`src/rtl/e_q_pkg.sv`:
```
// Phase encoding and E/Q decode shared by the 6809 quadrature clock generator.
package e_q_pkg;

   typedef logic [1:0] phase_t;

   localparam phase_t PH_LOW = 2'd0;
   localparam phase_t PH_Q   = 2'd1;
   localparam phase_t PH_EQ  = 2'd2;
   localparam phase_t PH_E   = 2'd3;

   // Enough to count up to the largest legal MAX_STRETCH.
   localparam int STRETCH_W = 4;

   // Returns {E, Q} for a quarter index.
   function automatic logic [1:0] phase_to_eq(input phase_t ph);
      logic [1:0] eq;
      case (ph)
         PH_LOW:  eq = 2'b00;
         PH_Q:    eq = 2'b01;
         PH_EQ:   eq = 2'b11;
         default: eq = 2'b10;
      endcase
      return eq;
   endfunction

endpackage

```
`src/rtl/e_q_clk_gen_quarter_timer.sv`:
```
// Reloadable quarter-phase down-counter; o_tc flags the last fast-clock cycle of a quarter.
// Latency: o_tc is a decode of the registered count; no backpressure, counts every cycle.
module quarter_timer #(
   parameter int DIV_Q = 25
) (
   input  logic i_clk,
   input  logic i_rst_n,
   input  logic i_load,
   output logic o_tc
);

   localparam int CW = (DIV_Q > 1) ? $clog2(DIV_Q) : 1;
   localparam logic [CW-1:0] RELOAD = CW'(DIV_Q - 1);

   logic [CW-1:0] cnt_q;
   logic [CW-1:0] cnt_d;

   assign o_tc = (cnt_q == '0);

   always_comb begin
      cnt_d = cnt_q - CW'(1);
      if (i_load) begin
         cnt_d = RELOAD;
      end
   end

   always_ff @(posedge i_clk or negedge i_rst_n) begin
      if (!i_rst_n) begin
         cnt_q <= RELOAD;
      end else begin
         cnt_q <= cnt_d;
      end
   end

endmodule

```
`src/rtl/e_q_clk_gen.sv`:
```
// 6809 E/Q quadrature clock generator with MRDY stretching, park/resume and E-edge strobes.
// Latency: all outputs registered from the next phase; i_enable/i_mrdy act only at quarter ends.
module e_q_clk_gen #(
   parameter int DIV_Q       = 25,
   parameter int MAX_STRETCH = 8
) (
   input  logic       i_clk,
   input  logic       i_rst_n,
   input  logic       i_enable,
   input  logic       i_mrdy,
   output logic       o_e,
   output logic       o_q,
   output logic [1:0] o_phase,
   output logic       o_e_rise_stb,
   output logic       o_e_fall_stb,
   output logic       o_stretching
);

   import e_q_pkg::*;

   localparam logic [STRETCH_W-1:0] STRETCH_MAX = STRETCH_W'(MAX_STRETCH);

   logic tc;

   phase_t                 phase_q,       phase_d;
   logic [STRETCH_W-1:0]   stretch_cnt_q, stretch_cnt_d;
   logic                   stretching_q,  stretching_d;
   logic                   e_clk_q,       e_clk_d;
   logic                   q_clk_q,       q_clk_d;
   logic                   e_rise_stb_q,  e_rise_stb_d;
   logic                   e_fall_stb_q,  e_fall_stb_d;

   // Every quarter end reloads, including park and stretch holds.
   quarter_timer #(
      .DIV_Q (DIV_Q)
   ) u_quarter_timer (
      .i_clk   (i_clk),
      .i_rst_n (i_rst_n),
      .i_load  (tc),
      .o_tc    (tc)
   );

   always_comb begin
      phase_d       = phase_q;
      stretch_cnt_d = stretch_cnt_q;
      stretching_d  = stretching_q;

      if (tc) begin
         case (phase_q)
            PH_LOW: begin
               if (i_enable) begin
                  phase_d = PH_Q;
               end
            end
            PH_Q: begin
               phase_d = PH_EQ;
            end
            PH_EQ: begin
               phase_d = PH_E;
            end
            default: begin
               if (!i_mrdy && (stretch_cnt_q < STRETCH_MAX)) begin
                  stretch_cnt_d = stretch_cnt_q + STRETCH_W'(1);
                  stretching_d  = 1'b1;
               end else begin
                  phase_d       = PH_LOW;
                  stretch_cnt_d = '0;
                  stretching_d  = 1'b0;
               end
            end
         endcase
      end

      {e_clk_d, q_clk_d} = phase_to_eq(phase_d);

      e_rise_stb_d = tc && (phase_q == PH_Q)  && (phase_d == PH_EQ);
      e_fall_stb_d = tc && (phase_q == PH_E)  && (phase_d == PH_LOW);
   end

   always_ff @(posedge i_clk or negedge i_rst_n) begin
      if (!i_rst_n) begin
         phase_q       <= PH_LOW;
         stretch_cnt_q <= '0;
         stretching_q  <= 1'b0;
         e_clk_q       <= 1'b0;
         q_clk_q       <= 1'b0;
         e_rise_stb_q  <= 1'b0;
         e_fall_stb_q  <= 1'b0;
      end else begin
         phase_q       <= phase_d;
         stretch_cnt_q <= stretch_cnt_d;
         stretching_q  <= stretching_d;
         e_clk_q       <= e_clk_d;
         q_clk_q       <= q_clk_d;
         e_rise_stb_q  <= e_rise_stb_d;
         e_fall_stb_q  <= e_fall_stb_d;
      end
   end

   assign o_e          = e_clk_q;
   assign o_q          = q_clk_q;
   assign o_phase      = phase_q;
   assign o_e_rise_stb = e_rise_stb_q;
   assign o_e_fall_stb = e_fall_stb_q;
   assign o_stretching = stretching_q;

endmodule
```
`config.mk`:
```
export PLATFORM = sky130hd
export DESIGN_NAME = e_q_clk_gen
export DESIGN_NICKNAME = d
export VERILOG_FILES = /design/src/rtl/e_q_pkg.sv /design/src/rtl/e_q_clk_gen_quarter_timer.sv /design/src/rtl/e_q_clk_gen.sv
export SDC_FILE = /design/constraint.sdc
export NUM_CORES = 1
export LEC_CHECK = 0
export CAP_MARGIN = 25
export CORE_MARGIN = 3
export CORE_UTILIZATION = 55
export DETAILED_ROUTE_END_ITERATION = 12
export GPL_TIMING_DRIVEN = 0
export PLACE_DENSITY = 0.8
export SETUP_SLACK_MARGIN = 0.1
export SKIP_LAST_GASP = 1
export SYNTH_ARGS = -nofsm -noshare
export SYNTH_HDL_FRONTEND = slang
export SYNTH_SLANG_ARGS = --single-unit
```
`constraint.sdc`:
```
create_clock -name i_clk -period 3.8 [get_ports i_clk]
set_clock_uncertainty 0.1 [all_clocks]
set_input_delay 0.76 -clock i_clk [delete_from_list [all_inputs] [get_ports i_clk]]
set_output_delay 0.76 -clock i_clk [all_outputs]
set_load 0.02 [all_outputs]
```
==> metrics.json, run 1 <==
{
  "fmaxAchievable_ghz": 0.406,
  "crit_arrival_ns": 2.53,
  "cts.repair.resized": 0,
  "total_power_mw": 0.289,
  "core_mm2": 0.00135,
  "finalSetupViolCount": 0,
  "grt_usage": 0.152,
  "initial_core_util": 0.605,
  "run_status": "completed",
  "post_synth_inst_count": 66,
  "final_nets": 94,
  "min_delay_path_depth": 1,
  "post-synth-top-area-cell": "sky130_fd_sc_hd__dfrtp_1",
  "die_outline_area_mm2": 0.00198,
  "yosys_warnings": 0,
  "timing_worst_slew_pin_value_ns": 0.689,
  "vias_in_the_first_global_route": 531,
  "ys_top_cells_by_area": "sky130_fd_sc_hd__dfrtp_1 (43%), sky130_fd_sc_hd__ha_1 (14%), sky130_fd_sc_hd__dfstp_2 (6.4%)",
  "placementRows": 13,
  "cts_hold_repair.buffers": 0,
  "multiInputGateArea_um2": 380,
  "drt-initial-drc-count": 13,
  "timing.critical_path.required_ns": 3.87,
  "layout.cell_area.non_filler_um2": 972,
  "ios": 11,
  "drt-pass1-iter-count": 4,
  "hold_path_class": "reg -> reg",
  "tritoncts.num_buffers": 3,
  "slew_viol_final": 0,
  "number_of_levels_the_h_tree_was_split_into": 1,
  "worst_r2r_path_depth": 6,
  "place_area_um2": 936,
  "finalSetupTns_ns": 0,
  "regArea_um2": 403,
  "layout_min_cycle_time_ns": 2.46,
  "dp_hpwl_um": 971,
  "stdcell_count": 95,
  "diodes": 0,
  "clock-sinks": 16,
  "critical_path.max_fanout": 4,
  "crit_path_start_kind": "primary input",
  "synth_seq_cells": 16,
  "hold_viol": 0,
  "post_route_cells_drive_above_1_share": 0.188,
  "max-slew-margin-rel": 0.539,
  "netlist-cell-type-count": 29,
  "place.gp.congestion": 0.701,
  "clock_tree.root_cell": "sky130_fd_sc_hd__clkbuf_4",
  "placement.io_buffers": 10,
  "rsz0062_at_grt": "false",
  "utilization": 0.720,
  "worst-setup-path-type": "in -> reg",
  "die_y_um": 44.5,
  "num-fill-cells": 100,
  "netlist_area_before_placement_um2": 817,
  "cts_post_setup_buffers_inserted": 0,
  "area_growth_syn_to_layout_pct": 19.0,
  "postSynth.topFlopCell": "sky130_fd_sc_hd__dfrtp_1",
  "ant_nets": 0,
  "wl_per_cell_um": 13.2,
  "grt_max_degree": 17,
  "wire_length_of_the_first_global_routing_pass_um": 2190,
  "via_count": 519,
  "synth_largest_type_area_fraction": 0.429,
  "clkSlewWorstSetupHoldPaths_ns": 0.09,
  "numPlacedInstances": 91,
  "synth_edf_count": 0,
  "power.ir.vdd_worst_uv": 175,
  "syn-num-nets": 79,
  "avgSynthCellArea_um2": 12.4,
  "post_drt_via_cell_ratio": 5.46,
  "maxCapViolations": 0,
  "grt.overflow.total": 0,
  "wl_um": 1250,
  "cts_tree": "done",
  "post-route-period-util": 0.649,
  "clkLatencyLatePin_ns": 0.28,
  "grt_antenna_before_repair": 0,
  "die-width_um": 44.5,
  "power.density_mw_per_mm2": 297,
  "p_leak_nw": 0.494,
  "synth_sequential_area_ratio": 0.493,
  "cts.path.max_buffers": 2,
  "drc_errors_left": 0,
  "synth-async-reset-ratio": 1.00,
  "endpoint_kind": "flop"
}
-- worst paths after layout --
| check | from | end | slack, ns |
|---|---|---|---|
| setup / recovery | i_mrdy | o_e | 1.34 |
| max in group asynchronous | i_rst_n | stretch_cnt_q[1] | 2.37 |
| min in group asynchronous | i_rst_n | stretch_cnt_q[3] | 0.79 |
| hold reg to reg | u_quarter_timer.cnt_q[0] | u_quarter_timer.cnt_q[0] | 0.36 |
| setup reg to reg | o_phase[1] | o_e | 1.51 |
| hold / removal | u_quarter_timer.cnt_q[0] | u_quarter_timer.cnt_q[0] | 0.36 |
-- registers in the layout, summed over array words and instances (netlist names) --
| name | flops |
|---|---|
| o_e | 1 |
| o_e_fall_stb | 1 |
| o_e_rise_stb | 1 |
| o_phase | 2 |
| o_q | 1 |
| o_stretching | 1 |
| stretch_cnt_q | 4 |
| u_quarter_timer.cnt_q | 5 |
-- logic make-up (layout without fill, tap and decap cells) --
logic type | count (synthesis) | count (layout) | share of synthesized area
AND/OR/NAND/NOR | 19 | 19 | 0.168
flip-flops | 16 | 16 | 0.493
AO/OA/AOI/OAI | 10 | 10 | 0.0950
adder cells (fa/ha/maj) | 9 | 9 | 0.138
buffers and inverters | 7 | 21 | 0.0413
XOR/XNOR | 3 | 3 | 0.0322
multiplexers | 2 | 2 | 0.0322
-- power by group --
group | internal (mW) | switching [mW]
Combinational | 0.00413 | 0.00441
Sequential | 0.171 | 0.000488
Clock | 0.0582 | 0.0508
Total | 0.233 | 0.0557
-- synthesized netlist by cell type (all sizes together), types with 2 or more instances --
library cell / number
dfrtp: 14
nor2: 3
inv: 6
mux2: 2
and3: 3
nor2b: 2
a21oi: 3
xnor2: 2
nor3b: 2
nor3: 2
nand2: 2
dfstp: 2
ha: 9
-- worst max-delay path, stage by stage --
cell and delay [ns]:
sky130_fd_sc_hd__clkdlybuf4s50_1 0.43, sky130_fd_sc_hd__or3b_4 0.44, sky130_fd_sc_hd__and3_1 0.21, sky130_fd_sc_hd__o32a_1 0.21, sky130_fd_sc_hd__ha_1 0.22, sky130_fd_sc_hd__or2_2 0.27
-- metal layers --
| layer | vias up | global-route usage | part of all wire |
|---|---|---|---|
| li1 | 257 | - | - |
| met5 | - | 0 | 0 |
| met1 | 251 | 0.187 | 0.46 |
| met4 | 0 | 0.0723 | 0.0096 |
| met2 | 9 | 0.252 | 0.50 |
| met3 | 2 | 0.0285 | 0.033 |
-- placed cells by master, fill, tap and decap left out, drive strengths merged, types with 2 or more instances in the layout --
cell type      Yosys  layout
nor2               3       3
a21oi              3       3
nor3               2       2
inv                6       6
nor2b              2       2
nor3b              2       2
and3               3       3
clkdlybuf4s50      0      10
xnor2              2       2
clkbuf             0       4
dfstp              2       2
nand2              2       2
mux2               2       2
ha                 9       9
dfrtp             14      14
-- stage by stage --
step           hold WS, ns  worst slack (ns)
2_1_floorplan        0.324              1.54
4_1_cts              0.364              1.34
3_5_place_dp         0.351              1.04
5_1_grt              0.377              1.31
3_3_place_gp         0.345              1.06
6_report             0.362              1.34
-- cell type report --
type	instances	area share
clock buffers	4	0.0373
inverters	6	0.0232
well taps	15	0.0193
flip-flops and latches	16	0.414
plain buffers	1	0.0116
multi-input cells	43	0.391
repair buffers	10	0.103
(Power assumes the default switching activity.)
==> run 2: changes to the inputs <==
- CORE_UTILIZATION: 55 -> 52
- PLACE_DENSITY: 0.8 -> 0.76
- clock period: 3.8 -> 2.4 ns (I/O delays scaled with it)
==> run 2 against run 1 <==
  * Clock-buffer cell count stayed put
  * Cell count up 2.1%
  * Sequential share of layout area shrank 0.48 points
  * Worst hold slack better by 0.0079 ns
  * Global-route usage increased by 0.94 points
  * First-iteration DRC count is 38% lower
  * Via count rose by 4.2%
  * Critical endpoint unchanged
  * Largest cell class unchanged
==> metrics.json, run 2 (synthesis gave the netlist of run 1 again) <==
{
  "run_status": "completed",
  "die-width_um": 45.6,
  "rrSetupSlack_ns": 0.17,
  "grt_usage": 0.161,
  "crit_arrival_ns": 2.31,
  "wire_length_of_the_first_global_routing_pass_um": 2190,
  "timing_worst_slew_pin_value_ns": 0.708,
  "via_count": 541,
  "fmaxAchievable_ghz": 0.449,
  "placement.io_buffers": 10,
  "drt-initial-drc-count": 8,
  "slew_viol_final": 0,
  "final_nets": 96,
  "grt_max_degree": 17,
  "clock_tree.root_cell": "sky130_fd_sc_hd__clkbuf_4",
  "crit-reg2reg-launch": "o_phase[1]",
  "min_delay_path_depth": 1,
  "ant_nets": 0,
  "total_power_mw": 0.466,
  "timing.critical_path.required_ns": 2.48,
  "flip_flop_count_of_the_largest_register_all_copies_and_words_added": 5,
  "utilization": 0.716,
  "drt-pass1-iter-count": 4,
  "cell_with_the_biggest_individual_delay_on_the_critical_path": "sky130_fd_sc_hd__dfrtp_2",
  "cpPeakStageDelay_ns": 0.46,
  "clock-sinks": 16,
  "ios": 11,
  "regMostFlops": "u_quarter_timer.cnt_q",
  "vias_in_the_first_global_route": 513,
  "wl_per_cell_um": 14.3,
  "worstPathCellList": "ha_1 > or3b_4 > and3_1 > o32a_1 > ha_1 > or2_2",
  "post_route_cells_drive_above_1_share": 0.232,
  "dp_hpwl_um": 1020,
  "p_leak_nw": 0.504,
  "finalSetupTns_ns": 0,
  "tritoncts.num_buffers": 3,
  "hold_path_start": "u_quarter_timer.cnt_q[0]",
  "cts_hold_repair.buffers": 0,
  "initial_core_util": 0.591,
  "diodes": 0,
  "place.gp.congestion": 0.693,
  "numPlacedInstances": 91,
  "crit_path_start_kind": "flop",
  "max-slew-margin-rel": 0.527,
  "die_y_um": 45.6,
  "stdcell_count": 97,
  "endpoint_kind": "flop",
  "core_mm2": 0.00138,
  "cts.path.max_buffers": 2,
  "post-route-period-util": 0.928,
  "cts_tree": "done",
  "placementRows": 13,
  "layout_common_cells": "sky130_fd_sc_hd__dfrtp_1 (12), sky130_fd_sc_hd__clkdlybuf4s50_1 (10), sky130_fd_sc_hd__ha_1 (9)",
  "power.ir.vdd_worst_uv": 492,
  "grt.overflow.total": 0,
  "worst-setup-path-type": "reg -> reg",
  "hold_path_class": "reg -> reg",
  "hold-worst-slack_ns": 0.370,
  "whs_endpoint": "u_quarter_timer.cnt_q[0]",
  "maxCapViolations": 0,
  "rsz0062_at_grt": "false",
  "worst_r2r_endpoint": "o_e",
  "drc_errors_left": 0,
  "finalSetupViolCount": 0,
  "worst_r2r_path_depth": 6,
  "mostFrequentLayoutCell": "sky130_fd_sc_hd__dfrtp_1",
  "wl_um": 1390,
  "clkSlewWorstSetupHoldPaths_ns": 0.10,
  "num-fill-cells": 97,
  "critical_path.max_fanout": 9,
  "grt_antenna_before_repair": 0,
  "area_growth_syn_to_layout_pct": 21.1,
  "power.density_mw_per_mm2": 471,
  "crit_top_cell": "sky130_fd_sc_hd__ha_1",
  "layout_min_cycle_time_ns": 2.23,
  "number_of_levels_the_h_tree_was_split_into": 1,
  "die_outline_area_mm2": 0.00208,
  "post_drt_via_cell_ratio": 5.58,
  "hold_viol": 0,
  "clkLatencyLatePin_ns": 0.29
}
## run 2: cell types whose count changed in the layout (fill, tap and decap cells not counted), sizes merged
cell | previous run | this run
buf | 1 | 3
## run 2: routing by layer
metal	GRT usage	up-vias	part of all wire
li1	-	260	-
met3	0.0474	5	0.037
met2	0.256	8	0.47
met1	0.170	268	0.45
met4	0.140	0	0.035
met5	0	-	0
## run 2: worst max path at each step
stage,slack (ns),endpoint,cells after the start,from
detailed placement,-0.07,o_e,6,i_mrdy
floorplan,0.14,o_e,6,o_phase[1]
finish,0.17,o_e,6,o_phase[1]
global placement,-0.06,o_e,6,i_mrdy
global route,0.09,o_e,6,o_phase[1]
CTS,0.13,o_e,6,o_phase[0]
## run 2: per-stage QoR
stage               setup WS (ns)  instance area [um2]
finish                      0.173                  990
global route               0.0857                  990
CTS                         0.129                  973
detailed placement        -0.0736                  936
global placement          -0.0584                  936
floorplan                   0.136                  817
## run 2: layout make-up
class                   instances  area (um2)  share of cell area
plain buffers                   1        11.3              0.0114
flip-flops and latches         16         405               0.410
clock buffers                   4        36.3              0.0367
repair buffers                 12         115               0.116
inverters                       6        22.5              0.0228
well taps                      15        18.8              0.0190
multi-input cells              43         380               0.384
## run 2: what timing repair did
action,CTS,global route
setup endpoints to repair,1,1
resized for setup,1,1
setup buffers,0,2
gates cloned,0,0
## run 2: critical path: cells and delay by family (launching register included)
kind / cells / cell delay [ns]
compound gates: 1 / 0.20
fa+ha+maj: 2 / 0.44
flops: 1 / 0.46
simple gates: 3 / 0.92
## run 2: where the power goes
group,total (mW),internal (mW),switching [mW]
clock network,0.182,0.0925,0.0892
registers,0.271,0.270,0.000694
logic,0.0137,0.00655,0.00719
total,0.466,0.369,0.0971
